[src/rtl/mem_dev_router_pkg.sv]
// Shared types and constants for the memory-stage device router.
// Covers request kinds, access sizes, FSM state codes and CLINT window defaults.
package mem_dev_router_pkg;

    localparam logic REQ_READ  = 1'b0;
    localparam logic REQ_WRITE = 1'b1;

    localparam logic [1:0] SIZE_B = 2'd0;
    localparam logic [1:0] SIZE_H = 2'd1;
    localparam logic [1:0] SIZE_W = 2'd2;
    localparam logic [1:0] SIZE_D = 2'd3;

    localparam logic [63:0] CLINT_BASE_DEF = 64'h0000_0000_0200_0000;
    localparam logic [63:0] CLINT_MASK_DEF = 64'hFFFF_FFFF_FFFF_0000;

    typedef enum logic [1:0] {
        MDR_IDLE  = 2'd0,
        MDR_CLINT = 2'd1,
        MDR_DBUS  = 2'd2,
        MDR_RESP  = 2'd3
    } mdr_state_e;

    // An access is misaligned when any offset bit below its natural size is set.
    function automatic logic is_misaligned(input logic [2:0] off, input logic [1:0] size);
        case (size)
            SIZE_B:  return 1'b0;
            SIZE_H:  return off[0];
            SIZE_W:  return |off[1:0];
            default: return |off;
        endcase
    endfunction

endpackage

[src/rtl/mem_lane_align.sv]
// Byte-lane alignment: size mask, right-aligned load extract and store lane shift.
// Purely combinational so a later dcache can reuse it unchanged.
module mem_lane_align
    import mem_dev_router_pkg::*;
#(
    parameter int unsigned DATA_W = 64
) (
    input  logic [2:0]        off,
    input  logic [1:0]        size,
    input  logic [DATA_W-1:0] load_data,
    input  logic [DATA_W-1:0] store_data,
    output logic [DATA_W-1:0] load_out,
    output logic [DATA_W-1:0] store_out
);

    logic [DATA_W-1:0] size_mask;
    logic [5:0]        shamt;

    assign shamt = {off, 3'b000};

    always_comb begin
        // NOTE: default assignment first so every path drives size_mask and no latch is inferred.
        size_mask = '1;
        case (size)
            SIZE_B:  size_mask = DATA_W'(8'hFF);
            SIZE_H:  size_mask = DATA_W'(16'hFFFF);
            SIZE_W:  size_mask = DATA_W'(32'hFFFF_FFFF);
            default: size_mask = '1;
        endcase
    end

    assign load_out  = (load_data >> shamt) & size_mask;
    assign store_out = store_data << shamt;

endmodule

[src/rtl/mem_dev_router.sv]
// Routes one MEM-stage load/store at a time to the CLINT or the data bus by address,
// then returns a one-cycle response with aligned load data and an error flag.
module mem_dev_router
    import mem_dev_router_pkg::*;
#(
    parameter int unsigned       DATA_W     = 64,
    parameter int unsigned       ADDR_W     = 64,
    parameter logic [ADDR_W-1:0] CLINT_BASE = ADDR_W'(CLINT_BASE_DEF),
    parameter logic [ADDR_W-1:0] CLINT_MASK = ADDR_W'(CLINT_MASK_DEF)
) (
    input  logic              clk,
    input  logic              rst,

    input  logic              mdr_valid_i,
    input  logic              mdr_req_i,
    input  logic [ADDR_W-1:0] mdr_addr_i,
    input  logic [1:0]        mdr_size_i,
    input  logic [DATA_W-1:0] mdr_wdata_i,
    output logic              mdr_ready_o,
    output logic              mdr_rsp_o,
    output logic [DATA_W-1:0] mdr_rdata_o,
    output logic              mdr_err_o,

    output logic              clint_valid_o,
    output logic              clint_req_o,
    output logic [ADDR_W-1:0] clint_addr_o,
    output logic [1:0]        clint_size_o,
    output logic [DATA_W-1:0] clint_wdata_o,
    input  logic              clint_ready_i,
    input  logic [DATA_W-1:0] clint_rdata_i,
    input  logic [1:0]        clint_resp_i,

    output logic              dbus_valid_o,
    output logic              dbus_req_o,
    output logic [ADDR_W-1:0] dbus_addr_o,
    output logic [1:0]        dbus_size_o,
    output logic [DATA_W-1:0] dbus_wdata_o,
    input  logic              dbus_ready_i,
    input  logic [DATA_W-1:0] dbus_rdata_i,
    input  logic [1:0]        dbus_resp_i
);

    mdr_state_e        state;
    logic              req_q;
    logic [ADDR_W-1:0] addr_q;
    logic [1:0]        size_q;
    logic [DATA_W-1:0] wdata_q;

    logic [DATA_W-1:0] load_src;
    logic [DATA_W-1:0] load_aligned;
    logic [DATA_W-1:0] store_shifted;

    assign load_src = (state == MDR_CLINT) ? clint_rdata_i : dbus_rdata_i;

    mem_lane_align #(.DATA_W(DATA_W)) u_align (
        .off        (addr_q[2:0]),
        .size       (size_q),
        .load_data  (load_src),
        .store_data (wdata_q),
        .load_out   (load_aligned),
        .store_out  (store_shifted)
    );

    // Both targets see the captured fields; only the valid selects which one acts.
    assign clint_req_o   = req_q;
    assign clint_addr_o  = addr_q;
    assign clint_size_o  = size_q;
    assign clint_wdata_o = wdata_q;
    assign dbus_req_o    = req_q;
    assign dbus_addr_o   = addr_q;
    assign dbus_size_o   = size_q;
    assign dbus_wdata_o  = store_shifted;

    always_ff @(posedge clk) begin
        // NOTE: sequential state uses non-blocking assignments so every register updates from pre-edge values.
        if (rst) begin
            state         <= MDR_IDLE;
            mdr_ready_o   <= 1'b1;
            mdr_rsp_o     <= 1'b0;
            mdr_err_o     <= 1'b0;
            mdr_rdata_o   <= '0;
            clint_valid_o <= 1'b0;
            dbus_valid_o  <= 1'b0;
            req_q         <= REQ_READ;
            addr_q        <= '0;
            size_q        <= SIZE_B;
            wdata_q       <= '0;
        end else begin
            mdr_rsp_o <= 1'b0;
            case (state)
                MDR_IDLE: begin
                    if (mdr_valid_i) begin
                        req_q       <= mdr_req_i;
                        addr_q      <= mdr_addr_i;
                        size_q      <= mdr_size_i;
                        wdata_q     <= mdr_wdata_i;
                        mdr_ready_o <= 1'b0;
                        if (is_misaligned(mdr_addr_i[2:0], mdr_size_i)) begin
                            state       <= MDR_RESP;
                            mdr_rsp_o   <= 1'b1;
                            mdr_err_o   <= 1'b1;
                            mdr_rdata_o <= '0;
                        end else if ((mdr_addr_i & CLINT_MASK) == CLINT_BASE) begin
                            state         <= MDR_CLINT;
                            clint_valid_o <= 1'b1;
                        end else begin
                            state        <= MDR_DBUS;
                            dbus_valid_o <= 1'b1;
                        end
                    end
                end
                MDR_CLINT: begin
                    if (clint_ready_i) begin
                        state         <= MDR_RESP;
                        clint_valid_o <= 1'b0;
                        mdr_rsp_o     <= 1'b1;
                        mdr_err_o     <= (clint_resp_i != 2'b00);
                        mdr_rdata_o   <= (req_q == REQ_WRITE) ? '0 : load_aligned;
                    end
                end
                MDR_DBUS: begin
                    if (dbus_ready_i) begin
                        state        <= MDR_RESP;
                        dbus_valid_o <= 1'b0;
                        mdr_rsp_o    <= 1'b1;
                        mdr_err_o    <= (dbus_resp_i != 2'b00);
                        mdr_rdata_o  <= (req_q == REQ_WRITE) ? '0 : load_aligned;
                    end
                end
                default: begin
                    state       <= MDR_IDLE;
                    mdr_ready_o <= 1'b1;
                end
            endcase
        end
    end

endmodule

[config.mk]
export PLATFORM = sky130hd
export DESIGN_NAME = mem_dev_router
export DESIGN_NICKNAME = d
export VERILOG_FILES = /design/src/rtl/mem_dev_router_pkg.sv /design/src/rtl/mem_lane_align.sv /design/src/rtl/mem_dev_router.sv
export SDC_FILE = /design/constraint.sdc
export NUM_CORES = 1
export LEC_CHECK = 0
export ABC_AREA = 1
export BUFFER_PORTS_ARGS = -buffer_cell sky130_fd_sc_hd__buf_4
export CAP_MARGIN = 10
export CORE_AREA = 2 2 236 238
export CTS_CLUSTER_SIZE = 12
export DETAILED_ROUTE_END_ITERATION = 10
export DIE_AREA = 0 0 238 240
export PLACE_DENSITY = 0.54
export SYNTH_ARGS = -nofsm -noshare
export SYNTH_HDL_FRONTEND = slang
export SYNTH_SLANG_ARGS = --single-unit
[constraint.sdc]
create_clock -name clk -period 1.8 [get_ports clk]
set_input_delay 0.27 -clock clk [delete_from_list [all_inputs] [get_ports clk]]
set_output_delay 0.27 -clock clk [all_outputs]
set_load 0.005 [all_outputs]
==> flow_summary.yaml <==
final_layout:
  drive_above_1_share_pct: 49.57
  layout_commonest_cell: "buf_4"
  fin_cells: 3381
  antenna_cells: 0
  layout_common_cells: "buf_4 (702), nand2_1 (309), nor2_1 (309)"
  area_growth_pct: 100.6
  final_cell_area_sq_um: 23800
  finalNetCount: 2929
timing:
  final-hold-violation-count: 0
  fin_crit_ns: 2.266
  fmax_ghz: 0.4414
  setup_violations: 131
  holdWs_ns: 0.03173
  post-route-period-util_pct: 125.9
  worst_pin_slew_ns: 0.8513
  relSlewSlack_pct: 43.25
  worst_slack_ns: -0.4658
  rsz0062_at_grt: "true"
  slew_viol_final: 0
  skew_ns: 0.01352
power:
  internal-power_uw: 21040
  p_per_area_nw_per_um2: 1564
  pwr-share-seq_pct: 18.8
  total_power_uw: 37220
  power_frac_comb_pct: 66.1
  p_sw_uw: 16170
  swShare_pct: 43.46
  p_clk_share_pct: 15.1
  peakVddDrop_mv: 0.7561
  leakagePower_uw: 0.01083
setup_path:
  cp_slowest_stage_delay_ns: 0.38
  path_buf_inv: 4
  path_max_fanout: 8
  startpoint_type: "flip-flop"
  crit_chain: "buf_12 -> buf_12 -> mux2i_1 -> buf_4 -> nand2_1 -> nand3_1 -> o21ai_1 -> buf_4"
  cp_slowest_cell: "dfxtp_4"
  crit_path_end_kind: "output pin"
  cp.arrival_ns: 2.00
  required_ns: 1.53
  critPathKind: "reg2out"
  cpLargestDelayFamily: "buffers and inverters"
status:
  violations: "negative setup slack"
  outcome: "finished with violations"
placed_design:
  io_buffer_count: 598
  placed_area_sq_um: 17600
  post-place-cells: 3124
  hpwl_mm: 50.91
  gp_congestion: 0.9008
synth:
  ys_ff_latch: 202
  synth_area_leaders: "dfxtp_1 (34%), nand2_1 (13%), nor2_1 (11%)"
  synth_warnings: 0
  syn_nets: 2149
  ys_types: 35
  synth_top_area_share_pct: 34.09
  synth_area_leader_cell: "dfxtp_1"
  ys_seq_area_share_pct: 34.09
  syn_area_sq_um: 11860
  avgSynthCellArea_sq_um: 6.320
  synth_cells: 1877
die:
  die_x_um: 238
  rows: 86
  dieArea_sq_um: 57120
  ios: 599
  start_util_pct: 21.70
  die_h_um: 240
  core-area_sq_um: 54660
clock_tree:
  htree_levels: 1
  clk_pin_slew_worst_paths_ns: 0.06
  tritoncts: "built"
  clockBufferDepth: 3
  numCtsBuffers: 27
  clock-sinks: 202
  clk_latency_ns: 0.57
  ctsRootBufferMaster: "clkbuf_16"
route:
  drc_errors: 0
  vias: 16610
  avgRoutedWirePerCell_um: 21.53
  via_per_inst: 4.912
  routed_wl_mm: 72.81
  antenna_left: 0
  dr.pass1.iters: 5
  drt_iter0_markers: 1182
global_routing:
  grt_use_total_pct: 23.88
  antenna_found_initial: 0
  overflow: 0
  grt_max_degree: 73
  grt_pass1_vias: 16510
  grt_pass1_wl_mm: 103.9
worst_hold_path:
  hold_class: "in2reg"
job:
  drv_cap: 0
==> flip-flops by register name, indices dropped and copies added, names as in the netlist <==
register	flops
dbus_valid_o	1
clint_req_o	1
mdr_rdata_o	64
state	2
mdr_err_o	1
clint_wdata_o	64
mdr_ready_o	1
clint_addr_o	64
clint_valid_o	1
clint_size_o	2
mdr_rsp_o	1
==> layer usage <==
layer	up-vias	part of all wire [%]	GRT usage (%)
met5	-	0	0
li1	7714	-	-
met3	190	7.8	4.742
met1	7850	38	27.48
met4	0	5.0	10.85
met2	854	50	42.64
==> stage by stage <==
stage	TNS [ns]	setup WS [ns]	util (%)
after floorplan	0	0.01624	-
after global placement	-11.51	-0.3759	32.20
after detailed placement	-12.50	-0.3998	32.20
after CTS	-37.19	-0.5450	41.65
after global routing	-45.56	-0.5665	43.54
final	-32.54	-0.4658	43.54
==> kinds of logic (layout without fill, tap and decap cells) <==
logic type	count (synthesis)	after routing	synth area share [%]
buffers and inverters	252	1050	10.85
AND/OR/NAND/NOR	1006	1008	35.10
multiplexers	27	27	2.278
flip-flops	202	202	34.09
AO/OA/AOI/OAI	386	386	17.26
adder cells (fa/ha/maj)	4	4	0.4219
==> power by group through the flow <==
stage	Clock, uW	Sequential, uW	Combinational [uW]
finish	5610	6990	24600
global route	5930	7080	26100
CTS	5790	6910	22900
detailed placement	0	6910	16100
global placement	0	6890	16000
floorplan	0	6420	7920
==> final cells by class <==
cell class / count / area (sq um)
Fill cell: 5363 / 30860
Timing Repair Buffer: 960 / 9001
Multi-Input combinational cell: 1425 / 8747
Sequential cell: 202 / 4056
Tap cell: 704 / 880.8
Clock buffer: 37 / 774.5
Inverter: 41 / 206.4
Clock inverter: 12 / 135.1
==> timing repair <==
action,CTS,global route
hold endpoints to repair,115,1
hold buffers,115,1
buffers inserted,64,14
setup endpoints to repair,150,139
cloned,33,4
gates resized for setup,552,217
pin swaps,148,83
==> tightest hold or removal path: cells and delay by family <==
family	cells	cell delay, ns
AOI/OAI and AO/OA	1	0.12
buffers and inverters	1	0.07
and+or+nand+nor	1	0.09
==> Yosys cell counts (all sizes together) <==
master and n:
clkinv 1, a21boi 22, o211ai 11, dfxtp 202, nand4 12, nand2 420, nor3b 2, or2 12
nor3 2, inv 40, mux2i 27, clkbuf 90, nor2 349, o221ai 1, a31oi 7, nand3 209
buf 121, a21o 8, a21oi 102, o21ai 235, ha 4
==> path summary, 6_finish.rpt <==
| kind | cells after the start | endpoint | start | slack (ns) |
|---|---|---|---|---|
| worst max-delay path | 8 | dbus_wdata_o[34] | clint_addr_o[0] | -0.47 |
| worst max register to register | 11 | mdr_rdata_o[36] | clint_addr_o[0] | -0.22 |
| worst min register to register | 2 | mdr_rdata_o[43] | mdr_rdata_o[43] | 0.47 |
| worst min-delay path | 3 | clint_wdata_o[5] | mdr_wdata_i[5] | 0.03 |
No activity file was read; power rests on OpenSTA's default activity.
